### config.mk
export PLATFORM = sky130hd
export DESIGN_NAME = alu_md_flat
export DESIGN_NICKNAME = d
export VERILOG_FILES = /design/src/rtl/alu_pkg.sv /design/src/rtl/alu_md_if.sv /design/src/rtl/md_unit.sv /design/src/rtl/alu_md.sv /design/src/flat_wrapper.sv
export SDC_FILE = /design/constraint.sdc
export NUM_CORES = 1
export LEC_CHECK = 0
export BUFFER_PORTS_ARGS = -buffer_cell sky130_fd_sc_hd__buf_2
export CAP_MARGIN = 15
export CORE_ASPECT_RATIO = 1.25
export CORE_MARGIN = 4
export CORE_UTILIZATION = 40
export DETAILED_ROUTE_END_ITERATION = 7
export GPL_ROUTABILITY_DRIVEN = 0
export HOLD_SLACK_MARGIN = 0.08
export SLEW_MARGIN = 15
export SYNTH_ARGS = -nofsm -noshare
export SYNTH_HDL_FRONTEND = slang
export SYNTH_SLANG_ARGS = --single-unit
export TNS_END_PERCENT = 50
### constraint.sdc
create_clock -name clk -period 7.3 [get_ports clk]
set_input_delay 0.73 -clock clk [delete_from_list [all_inputs] [get_ports clk]]
set_output_delay 0.73 -clock clk [all_outputs]
set_load 0.05 [all_outputs]
### src/rtl/alu_pkg.sv
// Shared opcodes, multiply/divide FSM states and helpers for the alu_md execute-stage ALU.
package alu_pkg;

    localparam logic [3:0] ALU_ADD   = 4'd0;
    localparam logic [3:0] ALU_SUB   = 4'd1;
    localparam logic [3:0] ALU_OR    = 4'd2;
    localparam logic [3:0] ALU_AND   = 4'd3;
    localparam logic [3:0] ALU_XOR   = 4'd4;
    localparam logic [3:0] ALU_NOR   = 4'd5;
    localparam logic [3:0] ALU_SLT   = 4'd6;
    localparam logic [3:0] ALU_SLTU  = 4'd7;
    localparam logic [3:0] ALU_MULTU = 4'd8;
    localparam logic [3:0] ALU_MULT  = 4'd9;
    localparam logic [3:0] ALU_DIVU  = 4'd10;
    localparam logic [3:0] ALU_DIV   = 4'd11;
    localparam logic [3:0] ALU_MFHI  = 4'd12;
    localparam logic [3:0] ALU_MFLO  = 4'd13;
    localparam logic [3:0] ALU_MTHI  = 4'd14;
    localparam logic [3:0] ALU_MTLO  = 4'd15;

    typedef enum logic [1:0] {
        MD_IDLE = 2'd0,
        MD_RUN  = 2'd1,
        MD_FIX  = 2'd2
    } md_state_t;

    // MULTU, MULT, DIVU and DIV occupy opcodes 8..11.
    function automatic logic is_md_op(input logic [3:0] op);
        return op[3:2] == 2'b10;
    endfunction

endpackage

### src/rtl/alu_md_if.sv
// Bundle of the ALU operand/result and multiply/divide handshake signals.
interface alu_md_if
    import alu_pkg::*;
#(
    parameter int WIDTH = 32
);
    // Handshake: a multiply/divide is accepted on any rising edge where start=1,
    // busy=0 and aluop is 8..11; busy then stays high until HI/LO are written,
    // and done pulses for the single cycle after that write. start is ignored
    // while busy=1, and may be raised again in the done cycle for back-to-back ops.
    logic [WIDTH-1:0] a;
    logic [WIDTH-1:0] b;
    logic [3:0]       aluop;
    logic             flagsel;
    logic             start;
    logic [WIDTH-1:0] aluout;
    logic             zero;
    logic             flag;
    logic             busy;
    logic             done;
    logic [WIDTH-1:0] hi;
    logic [WIDTH-1:0] lo;
    md_state_t        md_state;

    modport master (
        output a, b, aluop, flagsel, start,
        input  aluout, zero, flag, busy, done, hi, lo, md_state
    );

    modport slave (
        input  a, b, aluop, flagsel, start,
        output aluout, zero, flag, busy, done, hi, lo, md_state
    );

endinterface

### src/rtl/md_unit.sv
// Iterative multiply/divide unit: shift-add multiply, restoring divide, sign
// fix-up on magnitudes, and the architectural HI/LO registers.
module md_unit
    import alu_pkg::*;
#(
    parameter int WIDTH = 32,
    parameter int CNTW  = $clog2(WIDTH) + 1
) (
    input  logic             clk,
    input  logic             reset,
    input  logic [WIDTH-1:0] a_i,
    input  logic [WIDTH-1:0] b_i,
    input  logic [3:0]       aluop_i,
    input  logic             start_i,
    output logic             busy_o,
    output logic             done_o,
    output logic [WIDTH-1:0] hi_o,
    output logic [WIDTH-1:0] lo_o,
    output md_state_t        state_o
);

    md_state_t        state_q, state_d;
    logic [CNTW-1:0]  cnt_q, cnt_d;
    logic [WIDTH-1:0] hi_q, hi_d;
    logic [WIDTH-1:0] lo_q, lo_d;
    logic             done_q, done_d;
    // acc holds the product high half / partial remainder, sh the product low
    // half / quotient, opd the multiplicand / divisor magnitude.
    logic [WIDTH-1:0] acc_q, acc_d;
    logic [WIDTH-1:0] sh_q, sh_d;
    logic [WIDTH-1:0] opd_q, opd_d;
    logic [WIDTH-1:0] a_orig_q, a_orig_d;
    logic             is_div_q, is_div_d;
    logic             neg_q, neg_d;
    logic             rem_neg_q, rem_neg_d;
    logic             dz_q, dz_d;

    logic [WIDTH:0]     mul_sum;
    logic [WIDTH:0]     div_shift;
    logic [WIDTH:0]     div_diff;
    logic               div_ge;
    logic [2*WIDTH-1:0] prod;
    logic [WIDTH-1:0]   quo;
    logic [WIDTH-1:0]   rem;
    logic               op_signed;
    logic [WIDTH-1:0]   mag_a;
    logic [WIDTH-1:0]   mag_b;

    always_comb begin
        mul_sum   = {1'b0, acc_q} + (sh_q[0] ? {1'b0, opd_q} : '0);
        div_shift = {acc_q, sh_q[WIDTH-1]};
        div_diff  = div_shift - {1'b0, opd_q};
        div_ge    = div_shift >= {1'b0, opd_q};
        prod      = neg_q ? -{acc_q, sh_q} : {acc_q, sh_q};
        quo       = neg_q ? -sh_q : sh_q;
        rem       = rem_neg_q ? -acc_q : acc_q;
        op_signed = aluop_i[0];
        mag_a     = (op_signed && a_i[WIDTH-1]) ? -a_i : a_i;
        mag_b     = (op_signed && b_i[WIDTH-1]) ? -b_i : b_i;
    end

    always_comb begin
        state_d   = state_q;
        cnt_d     = cnt_q;
        hi_d      = hi_q;
        lo_d      = lo_q;
        done_d    = 1'b0;
        acc_d     = acc_q;
        sh_d      = sh_q;
        opd_d     = opd_q;
        a_orig_d  = a_orig_q;
        is_div_d  = is_div_q;
        neg_d     = neg_q;
        rem_neg_d = rem_neg_q;
        dz_d      = dz_q;

        case (state_q)
            MD_IDLE: begin
                if (start_i && is_md_op(aluop_i)) begin
                    acc_d     = '0;
                    sh_d      = mag_a;
                    opd_d     = mag_b;
                    a_orig_d  = a_i;
                    is_div_d  = aluop_i[1];
                    neg_d     = op_signed && (a_i[WIDTH-1] ^ b_i[WIDTH-1]);
                    rem_neg_d = op_signed && a_i[WIDTH-1];
                    dz_d      = (b_i == '0);
                    cnt_d     = CNTW'(WIDTH);
                    state_d   = MD_RUN;
                end else if (aluop_i == ALU_MTHI) begin
                    hi_d = a_i;
                end else if (aluop_i == ALU_MTLO) begin
                    lo_d = a_i;
                end
            end
            MD_RUN: begin
                if (cnt_q == '0) begin
                    state_d = MD_FIX;
                end else begin
                    cnt_d = cnt_q - CNTW'(1);
                    if (is_div_q) begin
                        acc_d = div_ge ? div_diff[WIDTH-1:0] : div_shift[WIDTH-1:0];
                        sh_d  = {sh_q[WIDTH-2:0], div_ge};
                    end else begin
                        acc_d = mul_sum[WIDTH:1];
                        sh_d  = {mul_sum[0], sh_q[WIDTH-1:1]};
                    end
                end
            end
            MD_FIX: begin
                if (!is_div_q) begin
                    hi_d = prod[2*WIDTH-1:WIDTH];
                    lo_d = prod[WIDTH-1:0];
                end else if (dz_q) begin
                    // Divide by zero is defined rather than trapped.
                    hi_d = a_orig_q;
                    lo_d = '1;
                end else begin
                    hi_d = rem;
                    lo_d = quo;
                end
                done_d  = 1'b1;
                state_d = MD_IDLE;
            end
            default: state_d = MD_IDLE;
        endcase
    end

    always_ff @(posedge clk) begin
        if (reset) begin
            state_q   <= MD_IDLE;
            cnt_q     <= '0;
            hi_q      <= '0;
            lo_q      <= '0;
            done_q    <= 1'b0;
            acc_q     <= '0;
            sh_q      <= '0;
            opd_q     <= '0;
            a_orig_q  <= '0;
            is_div_q  <= 1'b0;
            neg_q     <= 1'b0;
            rem_neg_q <= 1'b0;
            dz_q      <= 1'b0;
        end else begin
            state_q   <= state_d;
            cnt_q     <= cnt_d;
            hi_q      <= hi_d;
            lo_q      <= lo_d;
            done_q    <= done_d;
            acc_q     <= acc_d;
            sh_q      <= sh_d;
            opd_q     <= opd_d;
            a_orig_q  <= a_orig_d;
            is_div_q  <= is_div_d;
            neg_q     <= neg_d;
            rem_neg_q <= rem_neg_d;
            dz_q      <= dz_d;
        end
    end

    assign busy_o  = (state_q != MD_IDLE);
    assign done_o  = done_q;
    assign hi_o    = hi_q;
    assign lo_o    = lo_q;
    assign state_o = state_q;

endmodule

### src/rtl/alu_md.sv
// Execute-stage ALU: same-cycle arithmetic/logic ops with overflow and
// set-less-than, plus the iterative multiply/divide unit and HI/LO access.
module alu_md
    import alu_pkg::*;
#(
    parameter int WIDTH = 32,
    parameter int CNTW  = $clog2(WIDTH) + 1
) (
    input logic       clk,
    input logic       reset,
    alu_md_if.slave   bus
);

    logic [WIDTH-1:0] hi_w;
    logic [WIDTH-1:0] lo_w;
    logic             busy_w;
    logic             done_w;
    md_state_t        state_w;

    md_unit #(
        .WIDTH (WIDTH),
        .CNTW  (CNTW)
    ) u_md (
        .clk     (clk),
        .reset   (reset),
        .a_i     (bus.a),
        .b_i     (bus.b),
        .aluop_i (bus.aluop),
        .start_i (bus.start),
        .busy_o  (busy_w),
        .done_o  (done_w),
        .hi_o    (hi_w),
        .lo_o    (lo_w),
        .state_o (state_w)
    );

    logic [WIDTH-1:0] sum;
    logic [WIDTH-1:0] dif;
    logic             ovf_add;
    logic             ovf_sub;
    logic             slt;
    logic             sltu;
    logic [WIDTH-1:0] res;
    logic             flg;

    always_comb begin
        sum     = bus.a + bus.b;
        dif     = bus.a - bus.b;
        ovf_add = (bus.a[WIDTH-1] == bus.b[WIDTH-1]) && (sum[WIDTH-1] != bus.a[WIDTH-1]);
        ovf_sub = (bus.a[WIDTH-1] != bus.b[WIDTH-1]) && (dif[WIDTH-1] != bus.a[WIDTH-1]);
        // True signed compare, so SLT stays correct when the difference overflows.
        slt     = $signed(bus.a) < $signed(bus.b);
        sltu    = bus.a < bus.b;
        res     = '0;
        flg     = 1'b0;
        case (bus.aluop)
            ALU_ADD: begin
                res = sum;
                flg = bus.flagsel && ovf_add;
            end
            ALU_SUB: begin
                res = dif;
                flg = bus.flagsel && ovf_sub;
            end
            ALU_OR:   res = bus.a | bus.b;
            ALU_AND:  res = bus.a & bus.b;
            ALU_XOR:  res = bus.a ^ bus.b;
            ALU_NOR:  res = ~(bus.a | bus.b);
            ALU_SLT:  res = {{(WIDTH-1){1'b0}}, slt};
            ALU_SLTU: res = {{(WIDTH-1){1'b0}}, sltu};
            ALU_MFHI: res = hi_w;
            ALU_MFLO: res = lo_w;
            default:  res = '0;
        endcase
    end

    assign bus.aluout   = res;
    assign bus.zero     = (res == '0);
    assign bus.flag     = flg;
    assign bus.busy     = busy_w;
    assign bus.done     = done_w;
    assign bus.hi       = hi_w;
    assign bus.lo       = lo_w;
    assign bus.md_state = state_w;

endmodule

### src/flat_wrapper.sv
// flat-port wrapper written by rule: the top's interface ports become plain ports
module alu_md_flat import alu_pkg::*;
#(
    parameter int WIDTH = 32,
    parameter int CNTW  = $clog2(WIDTH) + 1
)
  (clk, reset, bus_a, bus_b, bus_aluop, bus_flagsel, bus_start, bus_aluout, bus_zero, bus_flag, bus_busy, bus_done, bus_hi, bus_lo, bus_md_state);
  alu_md_if #(.WIDTH(WIDTH)) bus_i ();
  input logic clk;
  input logic reset;
  input wire logic [$bits(bus_i.a)-1:0] bus_a;
  input wire logic [$bits(bus_i.b)-1:0] bus_b;
  input wire logic [$bits(bus_i.aluop)-1:0] bus_aluop;
  input wire logic [$bits(bus_i.flagsel)-1:0] bus_flagsel;
  input wire logic [$bits(bus_i.start)-1:0] bus_start;
  output wire logic [$bits(bus_i.aluout)-1:0] bus_aluout;
  output wire logic [$bits(bus_i.zero)-1:0] bus_zero;
  output wire logic [$bits(bus_i.flag)-1:0] bus_flag;
  output wire logic [$bits(bus_i.busy)-1:0] bus_busy;
  output wire logic [$bits(bus_i.done)-1:0] bus_done;
  output wire logic [$bits(bus_i.hi)-1:0] bus_hi;
  output wire logic [$bits(bus_i.lo)-1:0] bus_lo;
  output wire logic [$bits(bus_i.md_state)-1:0] bus_md_state;
  assign bus_i.a = bus_a;
  assign bus_i.b = bus_b;
  assign bus_i.aluop = bus_aluop;
  assign bus_i.flagsel = bus_flagsel;
  assign bus_i.start = bus_start;
  assign bus_aluout = bus_i.aluout;
  assign bus_zero = bus_i.zero;
  assign bus_flag = bus_i.flag;
  assign bus_busy = bus_i.busy;
  assign bus_done = bus_i.done;
  assign bus_hi = bus_i.hi;
  assign bus_lo = bus_i.lo;
  assign bus_md_state = bus_i.md_state;
  alu_md #(.WIDTH(WIDTH), .CNTW(CNTW)) u_core (.clk(clk), .reset(reset), .bus(bus_i));
endmodule
==> results.cfg <==
[status]
outcome = finished, final reports clean

[cts]
cts_repair_resize_count = 0
clockRootBuffer = clkbuf_16
cts_buffers = 26
insertion_delay_ns = 0.60
htree_levels = 1
ctsHoldBuffers = 0
clk_pin_slew_worst_paths_ns = 0.06
postCtsSetupBuffers = 0
cts_sinks = 205
cts_buffer_depth = 3
cts_tree = yes

[sta]
maxSlewViolCount = 0
post-route-min-period_ns = 6.81
setup_viol = 0
relSlewSlack = 0.247
worst_pin_slew_ns = 1.13
finalSetupTns_ns = 0
finalCritPeriodShare = 0.932
finClkSkew_ns = 0.0488
finalHoldViolations = 0
max_freq_mhz = 147
grt_setup_unrepaired = no

[placement]
hpwl_um = 76900
dpl.cell_count = 3795
portBuffers = 173
placed_area_um2 = 23200

[die]
initial_core_util = 0.405
core.rowCount = 95
die_y_um = 269
io-pin-count = 174
coreArea_um2 = 54000
die_width_um = 217
dieArea_um2 = 58500

[grt]
antenna_found_initial = 10
grt_pass1_wl_um = 149000
grt_pass1_vias = 23600
grtUsageTotal = 0.327
gr-total-overflow = 0
grt_max_degree = 111

[power]
powerDensity_nw_per_um2 = 165
vdd_drop_max_mv = 0.200
p_leak_nw = 9.49

[synth]
synth_cell_types = 86
avgSynthCellArea_um2 = 7.09
synth.most_common_cell = nand2_1
netlist_area_um2 = 21900
async_flop_share = 0
yosysSeqAreaShare = 0.188
postSynthNetCount = 3332
synth.area.top_cells = dfxtp_1, ha_1, xnor2_1, a21oi_1, nand2_1
yosys-top-cells-count = nand2_1, nor2_1, a21oi_1
synth_edf_count = 0
synth_seq_cells = 205
synth_top_area_frac = 0.188
synthCells = 3087
synth_flop_cell = dfxtp_1
yosys.area.top_type = dfxtp_1
ys_warn_count = 0

[setup_path]
crit_arrival_ns = 6.08
rr_worst_depth = 14
cp_slowest_cell = or4b_1
worstSetupStartpointType = input port
end_kind = output pin
path_max_fanout = 6
worstPathCellList = buf_2 -> buf_4 -> ha_1 -> fa_1 -> a21o_1 -> a221oi_1 -> o21ai_0 -> a21oi_1 -> or3_1 -> a41oi_1 -> or4_1 -> or4b_1 -> or4_1 -> or4_1 -> nor4_2 -> buf_2
cpMostUsedCell = or4_1
path_class = input port to output pin
cpPeakStageDelay_ns = 0.60
worstPathRequired_ns = 6.57

[min_path]
min_path_cells = 2
hp-class = register to register

[drt]
wirelength_um = 101000
num_vias = 25100
dr.pass1.iters = 8
viasPerCell = 6.52
wl_per_cell_um = 26.4
first_iter_violations = 3223
drc = 0
ant_nets = 0

[final_layout]
design_area_um2 = 24000
area_delta_synth_final_pct = 9.76
final_cell_count_no_fill = 3846
final_nets = 3341
drive_gt1_frac = 0.0996

[job]
maxCapViolations = 0
[stage by stage]
stage                     utilization  total power (W)  worst slack (ns)  hold WS (ns)
after global placement          0.429          0.00263             0.714         0.442
after detailed placement        0.429          0.00264             0.664         0.449
after floorplan                     -          0.00219             0.617         0.432
after CTS                       0.445          0.00394             0.648         0.457
after global routing            0.445          0.00411             0.320         0.476
final                           0.445          0.00397             0.494         0.459
[layout make-up]
type | instances | area, µm²
multi-input cells | 2504 | 16400
repair buffers | 215 | 1200
inverters | 144 | 541
fillers | 5565 | 29900
flip-flops and latches | 205 | 4110
well taps | 727 | 910
clock inverters | 8 | 101
clock buffers | 36 | 739
diodes | 7 | 17.5
[where the power goes]
part           internal (W)  switching (W)  total [W]
Combinational      0.000430        0.00100    0.00143
Clock              0.000745       0.000555    0.00130
Sequential          0.00117      0.0000768    0.00124
Total               0.00234        0.00163    0.00397
[worst max-delay path, delay by kind of cell]
kind / cells / cell delay, ns
buf+inv: 3 / 0.65
fa+ha+maj: 2 / 0.66
compound gates: 5 / 1.58
simple gates: 6 / 2.44
[registers in the layout, summed over array words and instances, names as in the netlist]
| register | cells |
|---|---|
| u_core.u_md.a_orig_q | 32 |
| u_core.u_md.acc_q | 32 |
| u_core.u_md.hi_o | 32 |
| u_core.u_md.lo_o | 32 |
| u_core.u_md.opd_q | 32 |
| u_core.u_md.sh_q | 32 |
| u_core.u_md.cnt_q | 6 |
| u_core.u_md.state_o | 2 |
| u_core.u_md.done_o | 1 |
| u_core.u_md.dz_q | 1 |
| u_core.u_md.is_div_q | 1 |
| u_core.u_md.neg_q | 1 |
| u_core.u_md.rem_neg_q | 1 |
[final timing paths]
kind                                               start                        to  slack, ns
worst min register to register  u_core.u_md.a_orig_q[18]  u_core.u_md.a_orig_q[18]       0.46
worst max-delay path                            bus_a[0]                  bus_zero       0.49
worst min-delay path            u_core.u_md.a_orig_q[18]  u_core.u_md.a_orig_q[18]       0.46
worst max register to register       u_core.u_md.sh_q[0]     u_core.u_md.acc_q[29]       2.57
[cell families (layout without fill, tap and decap cells)]
family	count (synthesis)	count (layout)	synth area share
muxes	56	56	0.0269
adders and majority gates	173	173	0.100
DFF	205	205	0.188
other	0	7	0
xor gates and xnor gates	212	212	0.0849
buffers and inverters	378	403	0.0676
AOI/OAI and AO/OA	1052	1052	0.318
and+or+nand+nor	1011	1011	0.215
[cell usage in the layout (no fill, tap or decap), types with 13 or more instances in the layout]
cell type,count
a211oi_1,125
a21o_1,47
a21oi_1,297
a221o_1,13
a221oi_1,18
a22oi_1,32
a311oi_1,14
a31oi_1,27
and3_1,19
buf_2,171
buf_4,42
clkbuf_16,27
dfxtp_1,201
ha_1,169
inv_1,141
mux2i_1,51
nand2_1,330
nand2b_1,26
nand3_1,47
nand4_1,28
nor2_1,308
nor2b_1,46
nor3_1,58
nor4_1,25
o211ai_1,48
o21a_1,19
o21ai_0,190
o21bai_1,16
o221ai_1,44
o31ai_1,35
o41ai_1,24
or2_2,14
or3_1,29
or4_1,20
xnor2_1,179
xor2_1,33
[per-layer routing]
metal / wire length (µm) / up-vias / global-route usage / part of all wire
met5: 54 / - / 0 / 0.00053
met4: 11300 / 8 / 0.291 / 0.11
met3: 9970 / 501 / 0.0606 / 0.098
met2: 44200 / 1592 / 0.514 / 0.44
met1: 35800 / 11700 / 0.376 / 0.35
li1: - / 11300 / - / -
Note: power is estimated with default switching activity, not from simulation.
